### src/rtl/de_ex_pipe_stage.sv
// de_ex_pipe_stage: decode-to-execute pipeline register.
// Holds a flattened decode payload and PC, merges downstream stall requests,
// inserts bubbles on decode hazards, kills contents on flush, and stretches
// a fence request into a fence_stall window of FENCE_EXT extra cycles.
// Optional build macro DE_EX_PERF_CNT_EN adds saturating bubble/stall counters.
module de_ex_pipe_stage #(
    parameter int unsigned        DATA_W      = 256,
    parameter int unsigned        PC_W        = 32,
    parameter int unsigned        NSTALL      = 2,
    parameter logic [DATA_W-1:0]  NOP_PAYLOAD = {DATA_W{1'b0}},
    parameter int unsigned        FENCE_EXT   = 4
) (
    input  logic              clk,
    input  logic              cpurst,
    input  logic              in_valid,
    input  logic [DATA_W-1:0] in_payload,
    input  logic [PC_W-1:0]   in_pc,
    input  logic [NSTALL-1:0] stall_vec,
    input  logic              de_stall,
    input  logic              flush,
    input  logic              fence_req,
    output logic              out_valid,
    output logic              out_bubble,
    output logic [DATA_W-1:0] out_payload,
    output logic [PC_W-1:0]   out_pc,
    output logic              fence_stall,
    output logic              stall
`ifdef DE_EX_PERF_CNT_EN
    ,
    output logic [31:0]       perf_bubble_cnt,
    output logic [31:0]       perf_stall_cnt
`endif
);

    localparam int unsigned      CNT_W    = $clog2(FENCE_EXT + 1);
    localparam logic [CNT_W-1:0] EXT_LOAD = CNT_W'(FENCE_EXT);

    logic              valid_q,   valid_d;
    logic              bubble_q,  bubble_d;
    logic [DATA_W-1:0] payload_q, payload_d;
    logic [PC_W-1:0]   pc_q,      pc_d;
    logic              ext_active_q, ext_active_d;
    logic [CNT_W-1:0]  ext_cnt_q,    ext_cnt_d;
    logic              bubble_load;

    assign stall       = |stall_vec;
    assign out_valid   = valid_q;
    assign out_bubble  = bubble_q;
    assign out_payload = payload_q;
    assign out_pc      = pc_q;
    assign fence_stall = fence_req | ext_active_q;

    // Stage contents: flush beats everything, then bubble, then normal load, else hold.
    always_comb begin
        valid_d     = valid_q;
        bubble_d    = bubble_q;
        payload_d   = payload_q;
        pc_d        = pc_q;
        bubble_load = 1'b0;
        if (flush || (de_stall && !stall)) begin
            bubble_load = 1'b1;
            valid_d     = 1'b0;
            bubble_d    = 1'b1;
            payload_d   = NOP_PAYLOAD;
        end else if (!stall) begin
            valid_d     = in_valid;
            bubble_d    = 1'b0;
            payload_d   = in_payload;
        end
        if (!stall) begin
            pc_d = in_pc;
        end
    end

    // Fence window: a request reloads the countdown; expiry clears the window on the last count.
    always_comb begin
        ext_active_d = ext_active_q;
        ext_cnt_d    = ext_cnt_q;
        if (fence_req) begin
            ext_active_d = 1'b1;
            ext_cnt_d    = EXT_LOAD;
        end else if (ext_active_q) begin
            ext_cnt_d = ext_cnt_q - CNT_W'(1);
            if (ext_cnt_q == CNT_W'(1)) begin
                ext_active_d = 1'b0;
            end
        end
    end

    // Stage and fence registers with asynchronous reset.
    always_ff @(posedge clk or posedge cpurst) begin
        if (cpurst) begin
            valid_q      <= 1'b0;
            bubble_q     <= 1'b0;
            payload_q    <= NOP_PAYLOAD;
            pc_q         <= '0;
            ext_active_q <= 1'b0;
            ext_cnt_q    <= '0;
        end else begin
            valid_q      <= valid_d;
            bubble_q     <= bubble_d;
            payload_q    <= payload_d;
            pc_q         <= pc_d;
            ext_active_q <= ext_active_d;
            ext_cnt_q    <= ext_cnt_d;
        end
    end

`ifdef DE_EX_PERF_CNT_EN
    logic [31:0] perf_bubble_q, perf_bubble_d;
    logic [31:0] perf_stall_q,  perf_stall_d;

    assign perf_bubble_cnt = perf_bubble_q;
    assign perf_stall_cnt  = perf_stall_q;

    // Saturating event counters for bubbles/flushes and stalled cycles.
    always_comb begin
        perf_bubble_d = perf_bubble_q;
        perf_stall_d  = perf_stall_q;
        if (bubble_load && (perf_bubble_q != 32'hFFFF_FFFF)) begin
            perf_bubble_d = perf_bubble_q + 32'd1;
        end
        if (stall && (perf_stall_q != 32'hFFFF_FFFF)) begin
            perf_stall_d = perf_stall_q + 32'd1;
        end
    end

    // Performance counter registers.
    always_ff @(posedge clk or posedge cpurst) begin
        if (cpurst) begin
            perf_bubble_q <= '0;
            perf_stall_q  <= '0;
        end else begin
            perf_bubble_q <= perf_bubble_d;
            perf_stall_q  <= perf_stall_d;
        end
    end
`else
    // No performance counters in this build.
`endif

endmodule

### config.mk
export PLATFORM = sky130hd
export DESIGN_NAME = de_ex_pipe_stage
export DESIGN_NICKNAME = d
export VERILOG_FILES = /design/src/rtl/de_ex_pipe_stage.sv
export SDC_FILE = /design/constraint.sdc
export NUM_CORES = 1
export LEC_CHECK = 0
export BUFFER_PORTS_ARGS = -buffer_cell sky130_fd_sc_hd__buf_2
export CAP_MARGIN = 5
export CORE_AREA = 2 2 227 229
export DETAILED_ROUTE_END_ITERATION = 8
export DIE_AREA = 0 0 229 231
export GPL_TIMING_DRIVEN = 1
export PLACE_DENSITY = 0.6
export RECOVER_POWER = 25
export SETUP_SLACK_MARGIN = 0.15
export SYNTH_ARGS = -nofsm -noshare
export SYNTH_HDL_FRONTEND = slang
export SYNTH_SLANG_ARGS = --single-unit
### constraint.sdc
create_clock -name clk -period 8.9 [get_ports clk]
set_clock_uncertainty 0.15 [all_clocks]
set_input_delay 0.445 -clock clk [delete_from_list [all_inputs] [get_ports clk]]
set_output_delay 0.445 -clock clk [all_outputs]
set_load 0.01 [all_outputs]
-- Word level (Yosys, flattened, before mapping)
Cells that the tools add are included.
- flip-flop bits (word level): 294
- input bits: 296
- output and inout bits: 292
- $add $sub $neg: 1
- equal/unequal tests: 2
- multiplexer cells: 11
- bitwise logic cells: 1
- reductions and logical operators: 5
- operators by type and width (kind ; number):
    $mux W256 ; 2
    $mux W1 ; 7
    $mux W3 ; 2
    $eq A3 B1 Y1 const B ; 1
    $sub A3 B1 Y3 const B ; 1
    $ne A2 B1 Y1 const B ; 1
    $reduce_bool A2 Y1 ; 1
    $reduce_or A2 Y1 ; 1
    $logic_and A1 B1 Y1 ; 1
    $logic_not A1 Y1 ; 1
    $logic_or A1 B1 Y1 ; 1
    $or A1 B1 Y1 ; 1

-- Logic depth before layout (Yosys ltp)
- depth in word-level cells: 5
- mapped depth: 5
- mapped depth without buffers: 4

-- Least setup slack after synthesis
No wires, ideal clock.
- path kind: in2out
- start point: in stall_vec[0]
- end point: out stall
- data arrival time: 1116 ps
- data required time: 8305 ps
- setup slack: 7189 ps
- stages: 4
- cell sequence: buf_2 -> or2_1 -> buf_2 -> buf_2
- longest elaborated chain between the ends: 1
- RTL lines (item ; line ; RTL):
    from (decl) ; 18 ; input logic [NSTALL-1:0] stall_vec,
    $reduce_or A2 Y1 ; 46 ; assign stall = |stall_vec;
    to (decl) ; 27 ; output logic stall
No other way between the ends.

==> impl_metrics.csv <==
group,metric,value,unit
outcome,status,"complete, but fails checks",
outcome,violations,"max-capacitance violations, max-slew violations",
floorplan,die_x,229,um
global_route,grt_pass1_vias,12130,
pwr,p_clk_frac,0.439,
sta,setup_tns,0,ns
global_route,track_usage,0.1680,
logic_synthesis,postSynth.asyncResetShare,1.000,
pwr,switchingPower,838.1,uW
drt,wire_per_inst,18.72,um
sta,fmax,200.2,MHz
finish,syn_to_final_growth,31.72,%
logic_synthesis,synth_edf_count,0,
pwr,intPower,2.392,mW
global_route,grt_pass1_wl,71.44,mm
drt,antenna_left,0,
placed_design,gp_congestion,0.8567,
clocking,post-cts-setup-buffer-count,0,
clocking,cts_sinks,294,
floorplan,row_count,83,
pwr,seqPwrFrac,0.442,
clocking,clkTransAtPathRegs,0.06,ns
pwr,swShare,0.2595,
clocking,numCtsBuffers,36,
finish,layout-drive-gt1-share,0.3029,
sta,slew_violations,97,
worst_hold_path,hold_path_depth,2,
pwr,ir_worst_vdd,119.3,uV
logic_synthesis,yosysTopAreaCell,"dfrtp_1",
placed_design,postPlaceCellArea,16920,um2
setup_path,crit_path_end_kind,"asynchronous set/reset pin",
pwr,p_total,3.230,mW
clocking,ctsLongestPathBuffers,3,
logic_synthesis,ys_ff_latch,294,
finish,final_cell_area,18230,um2
clocking,cts_tree,"done",
logic_synthesis,ys_warn_count,0,
pwr,combPwrFrac,0.119,
finish,nets,2083,
logic_synthesis,synth_common_cells,"294 x dfrtp_1, 258 x a21oi_1, 257 x or4b_1",
worst_hold_path,hp-class,"input port to register",
placed_design,port_buffers,587,
logic_synthesis,synth_area,13840,um2
logic_synthesis,synth_ff_type,"dfrtp_1",
clocking,cts_resized,0,
floorplan,core_area,50680,um2
drt,dr.pass1.iters,5,
clocking,cts_max_level,2,
sta,tightest_slew,4.427,ns
setup_path,required,9.31,ns
clocking,cts_root_buf,"clkbuf_16",
drt,routed_wl,46.58,mm
floorplan,start_util,0.2731,
logic_synthesis,synthTopCellsByArea,"dfrtp_1 53%, or4b_1 19%, a21oi_1 9.3%",
sta,fin_crit,4.996,ns
logic_synthesis,synth.top_cell.area_share,0.5316,
floorplan,boundaryPins,588,
sta,rsz0062_at_grt,"false",
clocking,clk_latency,0.52,ns
drt,vias,12520,
sta,hold_viol_final,0,
pwr,p_leak,8.198,nW
floorplan,die-area,52900,um2
logic_synthesis,synth.avg_cell_area,10.73,um2
floorplan,die_h,231,um
setup_path,crit_arrival,5.40,ns
sta,min_period_over_period,0.5613,
drt,drc,0,
logic_synthesis,synth.distinct_cells,24,
finish,seqCellArea,7357,um2
finish,num-fill-cells,5157,
setup_path,start_kind,"input port",
clocking,ctsHoldBuffers,33,
finish,multi_input_area,5615,um2
sta,setup_viol,0,
setup_path,reg2reg_depth,3,
global_route,antenna_found_initial,6,
setup_path,critPathMaxFanout,96,
logic_synthesis,yosysSeqAreaShare,0.5316,
setup_path,worstSetupPathType,"input port to asynchronous set/reset pin",
placed_design,place_hpwl,29.70,mm
global_route,grt-ovfl-total,0,
logic_synthesis,syn_nets,1588,
drt,first_iter_violations,676,
pwr,powerDensity,177.2,nW/um2
sta,worst_hold_slack,0.06425,ns
global_route,grt_max_degree,278,
drt,vias_per_cell,5.030,
logic_synthesis,syn_inst,1290,
finish,postLayoutCoreUtil,0.3597,
flow_run,cap_violations,1,
logic_synthesis,synth_most_common_cell,"dfrtp_1",
sta,slew_headroom,-1.968,
-- path summary, 6_finish.rpt --
check / end / start / slack [ns]
max: out_payload[58]$_DFFE_PP0P_ / cpurst / 3.90
min: out_pc[30]$_DFFE_PP0N_ / in_pc[30] / 0.06
max reg2reg: ext_cnt_q[1]$_DFFE_PP0P_ / ext_cnt_q[0]$_DFFE_PP0P_ / 7.67
min reg2reg: out_bubble$_DFFE_PP0P_ / out_bubble$_DFFE_PP0P_ / 0.33
max in group clk: out_payload[151]$_DFFE_PP0P_ / stall_vec[0] / 6.01
min in group asynchronous: out_payload[5]$_DFFE_PP0P_ / cpurst / 1.61
-- placed cells by master, fill, tap and decap left out, types with 2 or more instances in the layout --
cell type      instances
clkbuf_16             37
buf_2                472
mux2_1                28
dfrtp_1              294
buf_4                 11
or4b_1               257
a21oi_1              258
o21ai_0              207
inv_1                  2
nor2_1                 2
clkinv_2               4
clkbuf_1             118
clkbuf_8               8
ha_1                   2
clkinvlp_4             2
o21ai_1               50
or2_2                  2
dlygate4sd3_1         33
mux2_2                 4
diode_2                2
buf_8                  2
-- per-stage QoR --
step           cells  worst slack [ns]
6_report        2488             3.904
5_1_grt         2487             2.839
4_1_cts         2486             5.874
3_5_place_dp    2394             5.333
3_3_place_gp    2394             5.478
2_1_floorplan   1290            0.1859
-- sequential cells by signal (all words and copies together), names as in the netlist --
| name | cells |
|---|---|
| ext_cnt_q | 3 |
| out_payload | 256 |
| out_valid | 1 |
| out_pc | 32 |
| out_bubble | 1 |
| ext_active_q | 1 |
-- cell families (layout without fill, tap and decap cells) --
family / count (synthesis) / count (layout) / share of synthesized area
other cells: 0 / 2 / 0
fa+ha+maj: 2 / 2 / 0.001808
simple gates: 264 / 264 / 0.1888
xor+xnor: 1 / 1 / 0.0006330
compound gates: 519 / 519 / 0.1885
mux: 32 / 32 / 0.02604
flops: 294 / 294 / 0.5316
buf+inv: 178 / 694 / 0.06265
-- power groups by stage --
| stage | clock network, mW | registers [mW] | logic (mW) |
|---|---|---|---|
| after floorplan | 0 | 1.47 | 0.191 |
| after global placement | 0 | 1.45 | 0.377 |
| after detailed placement | 0 | 1.45 | 0.384 |
| after CTS | 1.46 | 1.43 | 0.396 |
| after global routing | 1.52 | 1.43 | 0.424 |
| final | 1.42 | 1.43 | 0.384 |
-- final cells by class --
type                            instances  share of cell area
Antenna cell                            2           0.0002745
Clock buffer                           51             0.05752
Clock inverter                          8            0.004049
Inverter                                3           0.0006863
Multi-Input combinational cell        818              0.3080
Sequential cell                       294              0.4036
Tap cell                              680             0.04667
Timing Repair Buffer                  632              0.1792
-- layer usage --
layer | up-vias | share of wire | wire (um) | track usage
met5 | - | 0.0018 | 83 | 0
met4 | 10 | 0.024 | 1106 | 0.05032
met3 | 73 | 0.081 | 3792 | 0.05571
met2 | 466 | 0.48 | 22420 | 0.2740
met1 | 6077 | 0.41 | 19180 | 0.2111
li1 | 5889 | - | - | -
-- critical path: stages --
cell and delay (ns):
dlygate4sd3_1 0.53, buf_2 0.12, clkinvlp_2 2.42, buf_4 1.01, buf_4 0.76
(Power assumes the default switching activity.)
